**config.mk**
```make
export PLATFORM = sky130hd
export DESIGN_NAME = alert_arbiter
export DESIGN_NICKNAME = d
export VERILOG_FILES = /design/src/rtl/alert_arbiter.sv
export SDC_FILE = /design/constraint.sdc
export NUM_CORES = 1
export LEC_CHECK = 0
export CAP_MARGIN = 15
export CORE_MARGIN = 8
export CORE_UTILIZATION = 48
export CTS_CLUSTER_SIZE = 12
export DETAILED_ROUTE_END_ITERATION = 7
export GPL_TIMING_DRIVEN = 0
export PLACE_DENSITY_LB_ADDON = 0.12
export SETUP_SLACK_MARGIN = 0.02
export SYNTH_ARGS = -nofsm -noshare
export SYNTH_HDL_FRONTEND = slang
export SYNTH_SLANG_ARGS = --single-unit
```
**constraint.sdc**
```tcl
create_clock -name clk -period 1.99 [get_ports clk]
set_input_delay 0.2985 -clock clk [delete_from_list [all_inputs] [get_ports clk]]
set_output_delay 0.2985 -clock clk [all_outputs]
set_load 0.03 [all_outputs]
```
**src/rtl/alert_arbiter.sv**
```systemverilog
// Round-robin arbiter sharing one alarm annunciator among NUM_SRC sticky alert units.
// Optional escalation timer is enabled by defining ALERT_ARBITER_ESCALATE_EN.
//
// state   | meaning
// --------+------------------------------------------------------------
// IDLE    | no alarm presented; grant the next eligible source if any
// PRESENT | alarm_valid high, alarm_id fixed until alarm_ack
// CLEAR   | one-cycle src_clr pulse to the granted source, advance ptr
// HOLDOFF | dead cycle so the cleared source's q can fall
module alert_arbiter #(
    parameter int NUM_SRC = 4,
    parameter int TIMEOUT = 16,
    localparam int IDW = $clog2(NUM_SRC),
    localparam int CW  = $clog2(NUM_SRC + 1)
) (
    input  logic               clk,
    input  logic               rst,
    input  logic [NUM_SRC-1:0] alert_req,
    input  logic [NUM_SRC-1:0] mask,
    input  logic               alarm_ack,
    output logic               alarm_valid,
    output logic [IDW-1:0]     alarm_id,
    output logic [NUM_SRC-1:0] src_clr,
    output logic               busy,
    output logic [CW-1:0]      pending_cnt,
    output logic               escalate
);

    localparam logic [1:0] IDLE    = 2'd0;
    localparam logic [1:0] PRESENT = 2'd1;
    localparam logic [1:0] CLEAR   = 2'd2;
    localparam logic [1:0] HOLDOFF = 2'd3;

    localparam logic [IDW:0]   NSRC    = (IDW + 1)'(NUM_SRC);
    localparam logic [IDW-1:0] LAST_ID = IDW'(NUM_SRC - 1);

    if (NUM_SRC < 2 || NUM_SRC > 16) begin : g_bad_num_src
        $error("alert_arbiter: NUM_SRC out of range 2..16");
    end
    if (TIMEOUT < 1 || TIMEOUT > 255) begin : g_bad_timeout
        $error("alert_arbiter: TIMEOUT out of range 1..255");
    end

    logic [1:0]           state;
    logic [1:0]           state_nxt;
    logic [IDW-1:0]       ptr;
    logic [IDW-1:0]       ptr_nxt;
    logic [IDW-1:0]       gnt_id;
    logic [IDW-1:0]       win_id;
    logic [IDW-1:0]       win_off;
    logic [IDW:0]         win_sum;
    logic [NUM_SRC-1:0]   eligible;
    logic [2*NUM_SRC-1:0] rot;
    logic [NUM_SRC-1:0]   clr_vec;

    assign eligible = alert_req & ~mask;

    // Doubling the vector lets a plain right shift implement the wrap-around scan.
    always_comb begin
        rot     = {eligible, eligible} >> ptr;
        win_off = '0;
        for (int j = NUM_SRC - 1; j >= 0; j--) begin
            if (rot[j]) begin
                win_off = IDW'(j);
            end
        end
        win_sum = {1'b0, ptr} + {1'b0, win_off};
        if (win_sum >= NSRC) begin
            win_id = IDW'(win_sum - NSRC);
        end else begin
            win_id = win_sum[IDW-1:0];
        end
    end

    always_comb begin
        ptr_nxt = (gnt_id == LAST_ID) ? '0 : gnt_id + 1'b1;
        clr_vec = '0;
        for (int i = 0; i < NUM_SRC; i++) begin
            clr_vec[i] = (gnt_id == IDW'(i));
        end
    end

    always_comb begin
        state_nxt = state;
        case (state)
            IDLE:    if (|eligible) state_nxt = PRESENT;
            PRESENT: if (alarm_ack) state_nxt = CLEAR;
            CLEAR:   state_nxt = HOLDOFF;
            HOLDOFF: state_nxt = IDLE;
            default: state_nxt = IDLE;
        endcase
    end

    always_ff @(posedge clk or negedge rst) begin
        if (!rst) begin
            state       <= IDLE;
            ptr         <= '0;
            gnt_id      <= '0;
            alarm_valid <= 1'b0;
            alarm_id    <= '0;
            src_clr     <= '0;
            busy        <= 1'b0;
            pending_cnt <= '0;
        end else begin
            state       <= state_nxt;
            busy        <= (state_nxt != IDLE);
            pending_cnt <= CW'($countones(eligible));
            src_clr     <= '0;
            case (state)
                IDLE: begin
                    if (|eligible) begin
                        gnt_id      <= win_id;
                        alarm_valid <= 1'b1;
                        alarm_id    <= win_id;
                    end
                end
                PRESENT: begin
                    // Grant is held regardless of mask/req changes; only ack ends it.
                    if (alarm_ack) begin
                        alarm_valid <= 1'b0;
                        alarm_id    <= '0;
                        src_clr     <= clr_vec;
                    end
                end
                CLEAR: begin
                    ptr <= ptr_nxt;
                end
                default: ;
            endcase
        end
    end

`ifdef ALERT_ARBITER_ESCALATE_EN
    localparam int TW = $clog2(TIMEOUT + 1);
    localparam logic [TW-1:0] TMAX = TW'(TIMEOUT);

    logic [TW-1:0] timer;
    logic [TW-1:0] timer_inc;

    assign timer_inc = (timer == TMAX) ? TMAX : timer + 1'b1;

    always_ff @(posedge clk or negedge rst) begin
        if (!rst) begin
            timer    <= '0;
            escalate <= 1'b0;
        end else if (state == PRESENT && !alarm_ack) begin
            timer    <= timer_inc;
            escalate <= (timer_inc == TMAX);
        end else begin
            timer    <= '0;
            escalate <= 1'b0;
        end
    end
`else
    assign escalate = 1'b0;
`endif

endmodule

```
======== After elaboration in Yosys (flattened, before gate mapping) ========
Index checks and enable logic that the tools add are counted.
storage, ports and cells
  bits in registers ....................... 17
  logic and storage cells ................. 50
  bits of input ports ..................... 11
  output and inout bits ................... 12
operators by class
  bitwise gates (word level) .............. 2
  shift-type cells ........................ 1
  equality and inequality tests ........... 8
  muxes and demuxes ....................... 17
  reductions and logical operators ........ 7
  $add $sub $neg .......................... 6
  order comparisons ....................... 1
operators with widths
  cell                                                                   count
  2-bit two-way mux                                                      10
  2-bit equality test, second input constant                             4
  4-bit two-way mux                                                      2
  2-bit case mux with 4 select lines                                     1
  8-bit by 2-bit >> shifter with 4-bit output                            1
  2-bit by 2-bit adder with 3-bit output                                 2
  1-bit by 1-bit adder with 2-bit output                                 2
  4-bit AND                                                              1
  2-bit by 1-bit equality test with 1-bit output, second input constant  2
  2-bit logical NOT                                                      2
  2-bit != test, second input constant                                   2
  4-bit inverter                                                         1
  2-bit case mux with 2 select lines                                     1
  2-bit nonzero test                                                     2
  4-bit OR reduction                                                     1
  3-bit greater-or-equal comparator, second input constant               1
  3-bit AND reduction                                                    1
  2-bit by 1-bit adder with 2-bit output, second input constant          1
  1-bit two-way mux                                                      2
  1-bit case mux with 2 select lines                                     1
  2-bit AND reduction                                                    1
  2-bit by 1-bit subtractor with 2-bit output, second input constant     1

======== Longest topological paths before layout ========
Gate-level depths: netlist of run 1.
  depth after elaboration ................. 12
  gate-level depth with buffers ........... 10
  mapped depth without buffers ............ 10

======== Worst setup path after synthesis of run 1 ========
Ideal clock, no wire load.
  path type ............................... register to register
  start ................................... reg ptr[0]
  end ..................................... reg alarm_id[1]
  arrival time ............................ 1.721 ns
  required time ........................... 1.921 ns
  cell stages (with the launch flop) ...... 10
  path buffers ............................ 1
  path slack .............................. 0.199 ns
  setup time .............................. 0.069 ns
  clock period less this slack ............ 1.791 ns
  cells stage by stage .................... dfrtp_1 buf_2 inv_1 nor3_1 o21ai_0 o2111ai_1 ha_1 xnor2_1 or4_4 nand3_1
between the ends
  cells in the longest elaborated chain, start to end .. 10
  elaborated cells between the ends (all ways) .. 11
  classes of those cells .................. add/sub (2); order compare (1); shift (1); mux (7)
RTL lines
  element                                                                                           RTL line  text
  start: declaration                                                                                46        logic [IDW-1:0] ptr;
  start signal: assignment                                                                          126       ptr <= ptr_nxt;
  8-bit by 2-bit >> shifter with 4-bit output                                                       60        rot = {eligible, eligible} >> ptr;
  2-bit two-way mux (4 in a row)                                                                    63        if (rot[j]) begin
  2-bit by 2-bit adder with 3-bit output (*)                                                        67        win_sum = {1'b0, ptr} + {1'b0, win_off};
  3-bit greater-or-equal comparator or 2-bit by 1-bit subtractor with 2-bit output (tied branches)  68, 69
  2-bit two-way mux (*)                                                                             68        if (win_sum >= NSRC) begin
  2-bit two-way mux (*)                                                                             111       if (|eligible) begin
  2-bit case mux with 2 select lines (*)                                                            109       case (state)
  end signal: assignment                                                                            114       alarm_id <= win_id;
  end: declaration                                                                                  22        output logic [IDW-1:0] alarm_id,
Mark *: on every way between the ends. The rest lies on a longest branch, timed or not. The select of a mux whose other input is x is not followed.
A chain may end at the register's enable or synchronous reset.

======== Worst setup path in the final report of run 1 ========
  start ................................... in mask[2]
  end ..................................... reg alarm_id[1]
between the ends
  cells in the longest elaborated chain, start to end .. 12
  elaborated cells between the ends (all ways) .. 16
  classes of those cells .................. add/sub (2); order compare (1); eq/ne (1); shift (1); mux (7); bitwise (2); reduce/logical (2)
RTL lines
  element                                                                                           RTL line  text
  start: declaration                                                                                19        input logic [NUM_SRC-1:0] mask,
  4-bit inverter (*)                                                                                56        assign eligible = alert_req & ~mask;
  4-bit AND (*)                                                                                     56
  8-bit by 2-bit >> shifter with 4-bit output                                                       60
  2-bit two-way mux (4 in a row)                                                                    63
  2-bit by 2-bit adder with 3-bit output                                                            67
  3-bit greater-or-equal comparator or 2-bit by 1-bit subtractor with 2-bit output (tied branches)  68, 69
  2-bit two-way mux                                                                                 68
  2-bit two-way mux                                                                                 111
  2-bit case mux with 2 select lines                                                                109
Marks and branches as above.

==> results.md, run 1 <==
Die:
- The die is between 60 and 70 µm tall.
- Measured along the x axis, the die boundary spans slightly above 60 µm.
- In this run the standard cell core region covers 0.00192 mm².
- The area of the die is about 0.0037 mm².
- Once the floorplan was initialized, standard cells occupied between 40% and 50% of the core.
- The I/O pin count is 23.
- The total number of placement rows is 16.

Placement:
- Routability-driven placement finished with a final weighted congestion of 0.794.
- The port buffer count is 21.
- The cell area reported after detailed placement is between 0.001 and 0.0015 mm².
- The cell count after placement is 138.
- Detailed placement ended at an HPWL of ~1400 µm.
- OpenSTA, run right after detailed placement, puts the worst setup slack at -0.411 ns.

Layout:
- The top cell types in the final layout, fill and taps aside, are 17 x dfrtp_1, 16 x buf_4, 14 x clkdlybuf4s50_1, 7 x nand2_1, 7 x ha_1.
- The most frequent standard cell in the layout excluding fill and tap cells is dfrtp_1.
- The net count of the finished layout is 149.
- Of the cells placed in the final design, the portion with a size suffix greater than 1 is between 30% and 40%.
- With fillers left out, the area of the finished cells amounts to roughly 0.0014 mm².
- After filler insertion, the fill cell instance count of the layout stands at roughly 150.
- After the flow finishes, the layout carries non-filler instances totaling between 150 and 200.
- The number of antenna diodes is 0.
- The area added between synthesis and finish is 48.9%.

Synth:
- The fraction of synthesized cell area taken by the top area cell type is ~45%.
- The top cell type by total area after synthesis is dfrtp_1.
- The distinct cell type count after synthesis is 34.
- In this run, synthesis inferred 0 flip-flops with an integrated enable.
- The most used flip-flop cell after synthesis is dfrtp_1.
- The share of synthesized registers carrying an async set or reset is 100%.
- The average instance area after synthesis is 10.6 µm².
- By area the synthesized netlist is led by dfrtp_1 45%, ha_1 11%, o211ai_1 4.0%.
- The post-synthesis sequential area ratio is about 45%.
- The post-synthesis net count is roughly 110.
- The number of standard cells after synthesis is 90.
- The cell area after technology mapping is around 950 µm².
- Yosys printed 0 warnings.
- The synthesized design contains 17 register bits.

Flow run:
- The count of max-cap constraint violations is 0.

STA:
- The upper clock frequency limit is ~0.52 GHz.
- The max-slew violation count is 0.
- The remaining max-slew budget at the tightest pin is a little over half.
- Setup violations remaining at the end of the flow were counted as 0.
- The hold violation count in the final report is 0.
- After layout, the worst path uses ~96% of the clock period.
- The pin slew with the least headroom to its limit is roughly 0.71 ns.
- The clock skew is between 0.006 and 0.007 ns.
- The post-layout worst setup margin is 0.0796 ns.
- Across all hold checks on the routed design, the worst slack comes to ~0.42 ns.
- The clock period minus worst slack is around 1.9 ns.
- Setup repair after global routing left no endpoint under its margin.

Clock network:
- The TritonCTS buffer count is 3.
- In this run the clock root is driven by a clkbuf_4.
- Clock latency on the worst-skew pair, taken at its later pin, is 0.29 ns.
- The buffer depth of the longest clock path is 2.
- The clock slew at the register clock pins of the worst setup and hold paths is around 0.090 ns.
- TritonCTS built the clock tree.
- For this design, the sink count on the clock tree is 17.
- The cts-stage hold buffer count is 0.
- The number of H-tree branching levels is 1.

Worst setup path:
- Walking the worst path, the cells encountered are clkdlybuf4s50_1, nand2b_4, inv_4, nor3_1, o21ai_1, o2111ai_2, ha_2, xnor2_2, or4_4, nand3_2.
- The maximum cell stage delay along the critical path is approximately 0.44 ns.
- The critical path is of the in -> reg type.
- STA classifies the critical path startpoint as an input pin.
- The largest fanout of any net on the critical path is 4.
- The worst setup path is captured at a flip-flop.
- The slowest stage of the critical path belongs to the cell or4_4.
- Data on the critical path arrives at its endpoint at 2.14 ns.
- Data on the critical path is required at its endpoint by roughly 2.2 ns.

Drt:
- The final wirelength is approximately 2000 µm.
- The per-cell via count in the routed design is roughly 5.2.
- Once detail routing completed, the nets flagged for antenna violations numbered 0.
- Dividing the detail-routed wire length by the instance count gives 13.1 µm.
- The first TritonRoute pass finished after 4 iterations.
- After the first detailed-routing iteration, the DRC count stood at 21.
- The routed layout has 804 vias.
- For this run, design rule violations remaining after detail routing come to 0.

GRT:
- The all-layer global routing usage is approximately an eighth.
- The total overflow left after global routing is 0.
- Entering global routing, the biggest net connects 18 pins.
- The number of antenna violations at the first check in global routing is 0.
- The via count of the first global-routing pass is 790.
- The wire length of the first global-routing pass is approximately 3300 µm.

Power and ir drop:
- The maximum resistive drop on vdd is about 0.85 mV.
- The leakage dissipation is 0.680 nW.
- The power density of the placed cells is roughly 1200 mW/mm².

Hold path:
- The tightest min-delay check is of the in -> async type.

Outcome:
- The flow ran to the end, and the final reports show no timing, DRC or antenna violations.
flip-flops by register name (all words and copies together), names as in the netlist:
signal and flops:
src_clr 4, pending_cnt 3, alarm_id 2, gnt_id 2
ptr 2, state 2, alarm_valid 1, busy 1
path summary, 6_finish.rpt:
path | from | to | slack (ns) | cells after the start
max | mask[2] | alarm_id[1]$_DFFE_PN0P_ | 0.08 | 10
min | rst | pending_cnt[0]$_DFF_PN0_ | 0.42 | 1
max reg2reg | ptr[0]$_DFFE_PN0P_ | alarm_id[1]$_DFFE_PN0P_ | 0.13 | 9
min reg2reg | alarm_valid$_DFFE_PN0P_ | alarm_valid$_DFFE_PN0P_ | 0.49 | 2
max in group asynchronous | rst | gnt_id[1]$_DFFE_PN0P_ | 1.11 | 1
min in group clk | alarm_valid$_DFFE_PN0P_ | alarm_valid$_DFFE_PN0P_ | 0.49 | 2
cell type report:
type | instances | area (µm²) | area share (%)
plain buffers | 4 | 37.5 | 2.65
repair buffers | 35 | 308 | 21.8
inverters | 7 | 33.8 | 2.39
clock inverters | 1 | 5.00 | 0.354
clock buffers | 3 | 22.5 | 1.59
multi-input cells | 62 | 548 | 38.8
flip-flops and latches | 17 | 425 | 30.1
well taps | 27 | 33.8 | 2.39
critical path: cells and delay by family:
kind | cells | cell delay, ns
adder cells (fa/ha/maj) | 1 | 0.21
buffers and inverters | 2 | 0.48
AND/OR/NAND/NOR | 4 | 0.73
AO/OA/AOI/OAI | 2 | 0.29
XOR/XNOR | 1 | 0.14
per-stage QoR:
stage	power, W	setup TNS [ns]	util (%)
after global routing	0.00180	0	73.6
after floorplan	0.00103	0	-
final	0.00168	0	73.6
after global placement	0.00124	-0.651	62.1
after CTS	0.00165	-0.00222	72.3
after detailed placement	0.00127	-0.978	62.1
where the power goes:
group          internal [W]  switching, W
logic              0.000469      0.000476
registers          0.000462     0.0000898
clock network     0.0000750      0.000103
synthesized netlist by cell type (2+ instances only):
cell type / n
o2111ai_1: 3
nand2b_1: 4
inv_2: 2
nor3_1: 3
o21ai_1: 2
o211ai_1: 5
buf_4: 2
nor2_1: 2
dfrtp_1: 17
nand2_1: 7
inv_1: 5
and2_1: 4
xnor2_1: 2
ha_1: 8
nand3_1: 5
timing repair:
action                     CTS  global route
setup endpoints to repair    2             2
setup buffers               12             2
pin swaps                   10             5
gates resized for setup     27             2
cloned                       0             0
layer usage:
metal	track usage [%]	share of wire [%]
met5	0	0
met4	4.98	1.8
met3	4.66	6.4
met2	21.0	47
met1	13.4	45
cells by family after synthesis:
family | count (synthesis) | synth area share (%)
other | 1 | 0.395
and+or+nand+nor | 32 | 20.7
adders and majority gates | 8 | 10.5
AOI/OAI and AO/OA | 18 | 14.5
xor gates and xnor gates | 2 | 1.84
buffers and inverters | 11 | 6.06
muxes | 1 | 1.19
DFF | 17 | 44.8
(Power assumes the default switching activity.)
==> inputs of run 2 (changes only) <==
Settings changed: CORE_ASPECT_RATIO set to 1.75, CORE_UTILIZATION 48 to 40.
==> run 2 against run 1 <==
Core utilization is 12 points lower. Maximum frequency is 1.4% higher. Die area is 16% higher. Cell count is 2.6% lower. Via count is 2.9% lower. Clock skew is 0.0040 ns lower. Routed wire length is 5.1% higher. Count of clock-buffer cells in the layout is 1 higher. Setup slack better by 0.027 ns. Sequential cell count stayed put. Global-route usage is 0.90 points lower. Largest power group unchanged.
==> results.md, run 2 (synthesized netlist as in run 1, its figures left out) <==
Outcome:
- The run finished with clean final reports.

Hold path:
- The path category of the worst min-delay check is in -> async.

Clock network:
- The TritonCTS buffer count is 3.
- The root buffer cell chosen for the clock tree is clkbuf_8.
- The number of H-tree branching levels is 1.
- The clock drives 17 sinks.
- The CTS tree is done.
- The clock slew at the register clock pins of the worst setup and hold paths is approximately 0.060 ns.
- The buffer depth of the longest clock path is 2.
- The insertion delay of the later-clocked pin in the worst-skew pair is approximately 0.25 ns.

Die:
- The total number of placement rows is 23.
- The floorplan step set the die width to 52.8 µm.
- The area of the die is ~0.0043 mm².
- The die boundary height is around 80 µm.
- The region available for standard cell placement spans about 0.0023 mm².
- The I/O pin count is 23.
- The initial utilization of the core area, before any placement, comes to roughly two fifths.

Drt:
- The count of nets left with antenna violations after detail routing is 0.
- Dividing the detail-routed wire length by the instance count gives 14.2 µm.
- The detailed-route DRC error count is 0.
- Wires add up to around 2200 µm.
- The detailed-router iteration count before antenna repair is 5.
- The first routing iteration left 13 violations.
- The per-cell via count in the routed design is between 5 and 6.
- The count of vias placed by the detailed router is 781.

Worst setup path:
- Along the worst path, the maximum fanout reaches 8.
- The largest single stage delay on the critical path is roughly 0.45 ns.
- The cell type of the slowest stage on the worst timing path is or4_4.
- The end of the worst register-to-register path is gnt_id[1]$_DFFE_PN0P_.
- The critical path is of the reg -> reg type.
- For the worst flop-to-flop path, the logic depth is 9.
- The worst endpoint data arrival time is 2.07 ns.
- In this run the critical register-to-register path is launched from ptr[0]$_DFFE_PN0P_.
- Broken down by cell family, the worst path's largest delay share belongs to simple AND/OR/NAND/NOR gates.
- The worst setup path is launched from a flip-flop.
- Data on the critical path is required at its endpoint by between 2 and 2.5 ns.
- The number of buffers and inverters on the critical path is 2.
- STA classifies the critical path endpoint as a flip-flop.
- The worst register-to-register path has a setup slack of about 0.11 ns.
- Traced cell by cell, the critical path runs through buf_6, inv_4, nor3_2, o21ai_1, o2111ai_2, ha_2, xnor2_2, or4_4, nand3_2.

STA:
- For the final database, setup skew stands at about 0.0023 ns.
- Measured against its own limit, the worst slew margin works out to roughly half.
- The hold violation count in the final report came to 0.
- For the pin with the worst max-slew slack, the measured transition is ~0.72 ns.
- Across all setup checks in the final design, the least slack found is 0.106 ns.
- On the final layout, the worst hold slack is ~0.48 ns.
- Setup repair after global routing left no endpoint under its margin.
- The final worst-path cycle share is around 95%.
- The clock period minus worst slack is roughly 1.9 ns.
- The max-slew violation count is 0.
- The upper clock frequency limit is approximately 0.53 GHz.
- The number of failing setup endpoints in the final timing report is 0.

Flow run:
- The count of max-cap constraint violations is 0.

Layout:
- In the final design database the tool counted ~150 nets.
- The share of cells above drive strength 1 is a little over a third.
- Leaving out fill and tap cells, the most frequent cells in the layout are 17 x dfrtp_1, 14 x buf_4, 13 x clkdlybuf4s50_1.
- 0 antenna diodes ended up in the layout.
- The sequential cells in the finished layout cover a total of roughly 430 µm².
- In the final layout, the registers with the most flip-flops are src_clr: 4 flops, pending_cnt: 3 flops.
- Counting the fill cells in the layout gives 196.
- The footprint of the multi-input gates is 541 µm².
- The share of the core filled with cells is 61.6%.
- The library cell used most frequently in the layout, excluding fill and tap cells, is dfrtp_1.
- The register containing the most flip-flops in the final layout is src_clr.
- The number of flip-flops under the largest register name is 4.
- The final non-filler cell area is 0.00140 mm².
- From synthesis to final layout, the design area changed by 47.4%.

Power and ir drop:
- The leakage dissipation is 0.677 nW.
- The power density of the placed cells is 1190 mW/mm².
- The worst-case IR drop observed on VDD is roughly 0.76 mV.

GRT:
- The remaining global-route overflow is 0.
- Entering global routing, the biggest net connects 18 pins.
- The number of antenna violations at the first check in global routing is 0.
- The wire length of the first global-routing pass is about 3700 µm.
- Global routing used between 10 and 15% of the available tracks.
- The via count of the first global-routing pass is ~860.

Placement:
- Once placement finished, the instance area stood at about 0.0012 mm².
- The placer congestion estimate is approximately 0.7.
- The HPWL reported at the end of detailed placement is ~1500 µm.
- Input and output buffers added on the ports amount to 21.
- The worst slack at placement is -0.367 ns.
-- run 2: how the worst max path moves through the flow --
stage                  startpoint                 endpoint  slack [ns]  cells after the start
3_3_place_gp         alert_req[1]  alarm_id[1]$_DFFE_PN0P_       -0.32                      9
5_1_grt        ptr[0]$_DFFE_PN0P_  alarm_id[1]$_DFFE_PN0P_        0.01                     10
4_1_cts        ptr[0]$_DFFE_PN0P_    gnt_id[1]$_DFFE_PN0P_        0.02                      9
3_5_place_dp              mask[1]  alarm_id[1]$_DFFE_PN0P_       -0.37                      9
2_1_floorplan  ptr[0]$_DFFE_PN0P_  alarm_id[1]$_DFFE_PN0P_        0.20                      9
6_report       ptr[0]$_DFFE_PN0P_    gnt_id[1]$_DFFE_PN0P_        0.11                      9
-- run 2: per-stage QoR --
| stage | total power [W] | TNS (ns) | cells |
|---|---|---|---|
| 2_1_floorplan | 0.00103 | 0 | 90 |
| 3_3_place_gp | 0.00125 | -0.661 | 136 |
| 3_5_place_dp | 0.00127 | -0.811 | 136 |
| 4_1_cts | 0.00166 | 0 | 151 |
| 5_1_grt | 0.00179 | 0 | 152 |
| 6_report | 0.00167 | 0 | 152 |
-- run 2: timing repair --
action,in CTS,in global routing
gates resized for setup,30,2
hold buffers,0,0
setup endpoints to repair,2,2
buffers inserted,11,1
pin swaps,8,6
-- run 2: report_power, final --
group	internal (W)	leakage [nW]	switching [W]
registers	0.000464	0.215	0.0000889
clock network	0.000142	0.0228	0.000110
logic	0.000413	0.439	0.000455
total	0.00102	0.677	0.000654
-- run 2: per-layer routing --
metal	routed length, µm	track usage [%]	up-vias
met5	0	0	-
met4	108	10.4	0
met3	120	2.77	10
met2	1200	19.1	19
met1	726	10.7	371
li1	-	-	381
-- run 2: final cells by class --
class,count,area share [%]
Timing Repair Buffer,33,20.5
Inverter,7,2.41
Tap cell,25,2.23
Buffer,4,2.68
Clock buffer,4,3.22
Sequential cell,17,30.4
Multi-Input combinational cell,62,38.6
==> RTL edit 1: new RTL, settings of run 2 <==
Set the parameter `NUM_SRC` to 8 (it was 4).
--- a/src/rtl/alert_arbiter.sv
+++ b/src/rtl/alert_arbiter.sv
@@ -10,3 +10,3 @@
 module alert_arbiter #(
-    parameter int NUM_SRC = 4,
+    parameter int NUM_SRC = 8,
     parameter int TIMEOUT = 16,
Ports: changed (5 resized); port bits go from 23 to 37. No check against the original RTL was run, so the function may have changed too.
==> RTL edit 1 against run 2 <==
The flow now finishes with violations (setup timing). Power is 120% higher. Worst setup slack got worse by 1.2 ns. Combinational power rose to 3.0 times the old value. Core utilization about the same. Design area is 100% higher. Area after synthesis increased by 100%. Sequential cell count grew 8. Routed wire length is 140% higher. Sequential power grew 48%. Critical endpoint is now alarm_id[2].
==> RTL edit 1: results (changes against run 2) <==
final_layout:
  layout-drive-gt1-share_pct: 39.59  # was 36.22%
  buffers_excl_clock: 65  # was 37
  clk_share_pct: 1.580  # was 3.217%
  nNetsFinal: 281  # was 147
  inverters: 22  # was 7
  multi_input_gates: 129  # was 62
  largestRegisters: "src_clr (8), pending_cnt (4)"  # was src_clr (4), pending_cnt (3)
  nFillCells: 415  # was 196
  multiInputGateArea_um2: 1383  # was 540.5 µm²
  seq_share_pct: 21.99  # was 30.38%
power:
  clockPowerShare_pct: 7.9  # was 15.0%
  peakVddDrop_mv: 0.8506  # was 0.7602 mV
  p_leak_uw: 0.001316  # was 0.0006770 µW
  switching_share_pct: 43.55  # was 39.09%
  power_frac_comb_pct: 69.9  # was 51.9%
sta:
  timing.final.ws_setup_ns: -1.130  # was 0.1063 ns
  setup_violations: 10  # was 0
  fin_skew_ns: 0.001573  # was 0.002300 ns
  tns_ns: -6.405  # was 0 ns
  worst-slew-pin-transition_ns: 0.4898  # was 0.7233 ns
  timing.hold.ws_ns: 0.3640  # was 0.4756 ns
placed_design:
  gp_congestion: 0.9001  # was 0.7212
  port_buffers: 35  # was 21
setup_path:
  critical_path.endpoint: "alarm_id[2]"  # was gnt_id[1]
  critPathTopFamily: "multiplexers"  # was simple AND/OR/NAND/NOR gates
  cpPeakStageDelay_ns: 0.60  # was 0.45 ns
  arrival_ns: 3.32  # was 2.07 ns
  cpMaxStageDelayCell: "mux4_2"  # was or4_4
  rr_worst_depth: 15  # was 9
  worstPathMaxFanout: 6  # was 8
synthesis:
  yosysUniqueCellTypes: 46  # was 34
  synth.top_cells.by_count: "dfrtp_1, inv_1, nand2_1"  # was dfrtp_1, ha_1, nand2_1
  ys_seq_area_share_pct: 32.94  # was 44.80%
  syn-num-nets: 220  # was 109
  netlist_top_cells_area: "dfrtp_1, ha_1, mux4_2"  # was dfrtp_1, ha_1, o211ai_1
routing:
  vias_per_cell: 5.448  # was 5.138
  drt_pass1_iterations: 4  # was 5
  routedWlPerCell_um: 17.20  # was 14.16 µm
  dr_total_vias: 1618  # was 781
global_route:
  grt_pass1_vias: 1755  # was 864
  grt_usage_pct: 14.63  # was 11.41%
  grtUsageMet1_pct: 13.62  # was 10.68%
  grtUsageMet2_pct: 28.39  # was 19.10%
  grt_first_pass_wirelength_um: 8266  # was 3712 µm
  grt_max_degree: 26  # was 18
clock_tree:
  cts_sinks: 25  # was 17
  cts-root-buf: "clkbuf_8"  # unchanged
status:
  violations: "setup timing"
  outcome: "finished, violations left"  # was finished, final reports clean
## RTL edit 1: metal layers
metal | up-vias | routed length [µm]
li1 | 776 | -
met1 | 785 | 1714
met2 | 51 | 3049
met3 | 6 | 209
met4 | 0 | 134
met5 | - | 0
## RTL edit 1: kinds of logic (layout without fill, tap and decap cells)
group / Yosys count / in the layout / share of synthesized area [%]
buffers and inverters: 31 / 91 / 7.707
multiplexers: 8 / 8 / 8.432
AO/OA/AOI/OAI: 28 / 28 / 9.684
AND/OR/NAND/NOR: 73 / 73 / 27.14
other: 1 / 1 / 0.1974
XOR/XNOR: 3 / 3 / 1.384
flip-flops: 25 / 25 / 32.94
adder cells (fa/ha/maj): 16 / 16 / 12.52
## RTL edit 1: repair_timing
item	4_1_cts	5_1_grt
pin swaps	13	12
hold buffers	0	0
gates resized for setup	72	15
setup endpoints to repair	10	10
setup buffers	16	3
gates cloned	0	1
## RTL edit 1: worst reg2reg max path, stage by stage, from the launching register on
cell,delay (ns)
dfrtp_2,0.50
buf_12,0.17
buf_8,0.12
mux4_2,0.60
a21oi_2,0.18
nand2_1,0.07
o31ai_2,0.06
a21boi_1,0.10
ha_2,0.17
inv_2,0.05
fa_2,0.21
xor2_2,0.18
o211ai_1,0.16
a2111oi_2,0.22
mux2i_1,0.15
nand3_1,0.10
## RTL edit 1: per-stage QoR
stage	setup WS (ns)	power (µW)	util, %	std cells	cell area (µm²)
6_report	-1.130	3671	61.63	297	2850
5_1_grt	-1.294	3945	61.63	297	2850
4_1_cts	-1.211	3501	58.85	292	2721
3_5_place_dp	-1.623	2853	52.33	272	2420
3_3_place_gp	-1.581	2793	52.33	272	2420
2_1_floorplan	-0.7634	2284	-	185	2004
==> RTL edit 2: new RTL, config.mk and constraints of run 2 <==
Made on the original files. Put one more register stage on the output `pending_cnt`, without a reset. The value now appears one clock later. The other outputs are not delayed to match.
--- a/src/rtl/alert_arbiter.sv
+++ b/src/rtl/alert_arbiter.sv
@@ -35,2 +35,4 @@
     localparam logic [IDW-1:0] LAST_ID = IDW'(NUM_SRC - 1);
+
+    logic [CW-1:0] pending_cnt_s0;
 
@@ -102,3 +104,3 @@
             busy        <= 1'b0;
-            pending_cnt <= '0;
+            pending_cnt_s0 <= '0;
         end else begin
@@ -106,3 +108,3 @@
             busy        <= (state_nxt != IDLE);
-            pending_cnt <= CW'($countones(eligible));
+            pending_cnt_s0 <= CW'($countones(eligible));
             src_clr     <= '0;
@@ -157,2 +159,6 @@
 
+    always_ff @(posedge clk) begin
+        pending_cnt <= pending_cnt_s0;
+    end
+
 endmodule
Formal check against the unedited RTL: not equivalent (Yosys sat finds a counterexample within 4 cycles, from zero or initial values and one cycle with rst low).
==> RTL edit 2 against run 2 <==
Critical path depth fell by 1. Worst setup slack got worse by 0.012 ns. Power rose by 9.9%. Sequential cell count rose by 3. Die area rose by 4.7%. Core utilization fell by 1.1 points. Sequential share of layout area rose by 2.6 points. Routed wire length rose by 9.9%. Global-route usage rose by 0.27 points. Count of clock-buffer cells in the layout did not move. Area after synthesis rose by 6.3%. Design area rose by 5.1%. Critical path type unchanged. Highest routed layer unchanged.
==> RTL edit 2: results (changes against run 2) <==
status:
  outcome: "finished, final reports clean"  # unchanged
synthesis:
  netlist_top_cells_area: "dfrtp_1, ha_1, dfxtp_1"  # was dfrtp_1, ha_1, o211ai_1
  yosys.area_share.xor_xnor_pct: 1.735  # was 1.845%
  synth_compound_area_share_pct: 13.63  # was 14.49%
  ys_seq_area_share_pct: 48.08  # was 44.80%
  async_flop_share_pct: 85.00  # was 100.0%
  synth_mux_area_share_pct: 1.115  # was 1.186%
  syn-num-nets: 112  # was 109
  synthAdderAreaFrac_pct: 9.913  # was 10.54%
  yosysUniqueCellTypes: 35  # was 34
clock_tree:
  cts.clk_slew.worst_paths_ns: 0.07
  cts_max_level: 1  # unchanged
  numCtsBuffers: 3  # unchanged
  cts_sinks: 20  # was 17
routing:
  drtIter0Drc: 13  # unchanged
  dr_total_vias: 827  # was 781
  met2_length_um: 1351  # was 1197 µm
  wl_met3_um: 116  # was 120 µm
  wl_um: 2365  # was 2152 µm
  wl_met1_um: 801  # was 726 µm
  drt_pass1_iterations: 2  # was 5
hold_path:
  min_path_type: "register to register"  # was input pin to async pin
power:
  peakVddDrop_mv: 0.7058  # was 0.7602 mV
  p_leak_uw: 0.0007006  # was 0.0006770 µW
final_layout:
  nFillCells: 205  # was 196
  bufAreaShareNonClock_pct: 22.45  # was 23.15%
  clk_share_pct: 3.061  # was 3.217%
  multiInputGateArea_um2: 544.3  # was 540.5 µm²
  inverters: 7  # unchanged
  buffers_excl_clock: 37  # unchanged
  largestRegisters: "src_clr (4), pending_cnt (3), pending_cnt_s0 (3)"  # was src_clr (4), pending_cnt (3)
  layout-drive-gt1-share_pct: 33.85  # was 36.22%
  num_antenna_cells: 0  # unchanged
  final-seq-area_um2: 485.5  # was 425.4 µm²
  nNetsFinal: 150  # was 147
sta:
  timing.final.crit_share_pct: 95.29  # was 94.66%
  max_slew_margin_pct: 51.36  # was 51.63%
  timing.hold.ws_ns: 0.3423  # was 0.4756 ns
  fin_skew_ns: 0.006335  # was 0.002300 ns
setup_path:
  arrival_ns: 2.09  # was 2.07 ns
  worstPathMaxFanout: 6  # was 8
global_route:
  gr-usage-met3_pct: 1.792  # was 2.773%
  grt_pass1_vias: 859  # was 864
  grtUsageMet2_pct: 21.68  # was 19.10%
  grtUsageMet1_pct: 10.99  # was 10.68%
  grt_first_pass_wirelength_um: 3870  # was 3712 µm
  grt_usage_pct: 11.68  # was 11.41%
placed_design:
  gp_congestion: 0.7573  # was 0.7212
  dp_hpwl_um: 1589  # was 1526 µm
  dpl_worst_slack_ns: -0.4068  # was -0.3673 ns
  placed_cell_area_um2: 1252  # was 1191 µm²
RTL edit 2: worst paths after layout:
check	start	endpoint	cells past startpoint
min reg2reg	pending_cnt_s0[1]	pending_cnt[1]	0
max	ptr[0]	gnt_id[1]	8
max in group asynchronous	rst	src_clr[0]	1
max reg2reg	ptr[0]	gnt_id[1]	8
min in group asynchronous	rst	ptr[1]	1
min	pending_cnt_s0[1]	pending_cnt[1]	0
RTL edit 2: what timing repair did:
action,4_1_cts,5_1_grt
resized for setup,30,2
pin swaps,9,7
hold buffers,0,0
endpoints found under the setup margin,2,2
setup buffers,12,0
RTL edit 2: power breakdown:
group	internal (µW)	switching, µW
registers	530	92.6
clock network	142	124
logic	458	491
RTL edit 2: through the flow:
stage | utilization, % | power (µW) | instances
global placement | 51.49 | 1325 | 140
floorplan | - | 1099 | 93
finish | 60.49 | 1839 | 156
CTS | 60.03 | 1808 | 156
detailed placement | 51.49 | 1348 | 140
global route | 60.49 | 1959 | 156
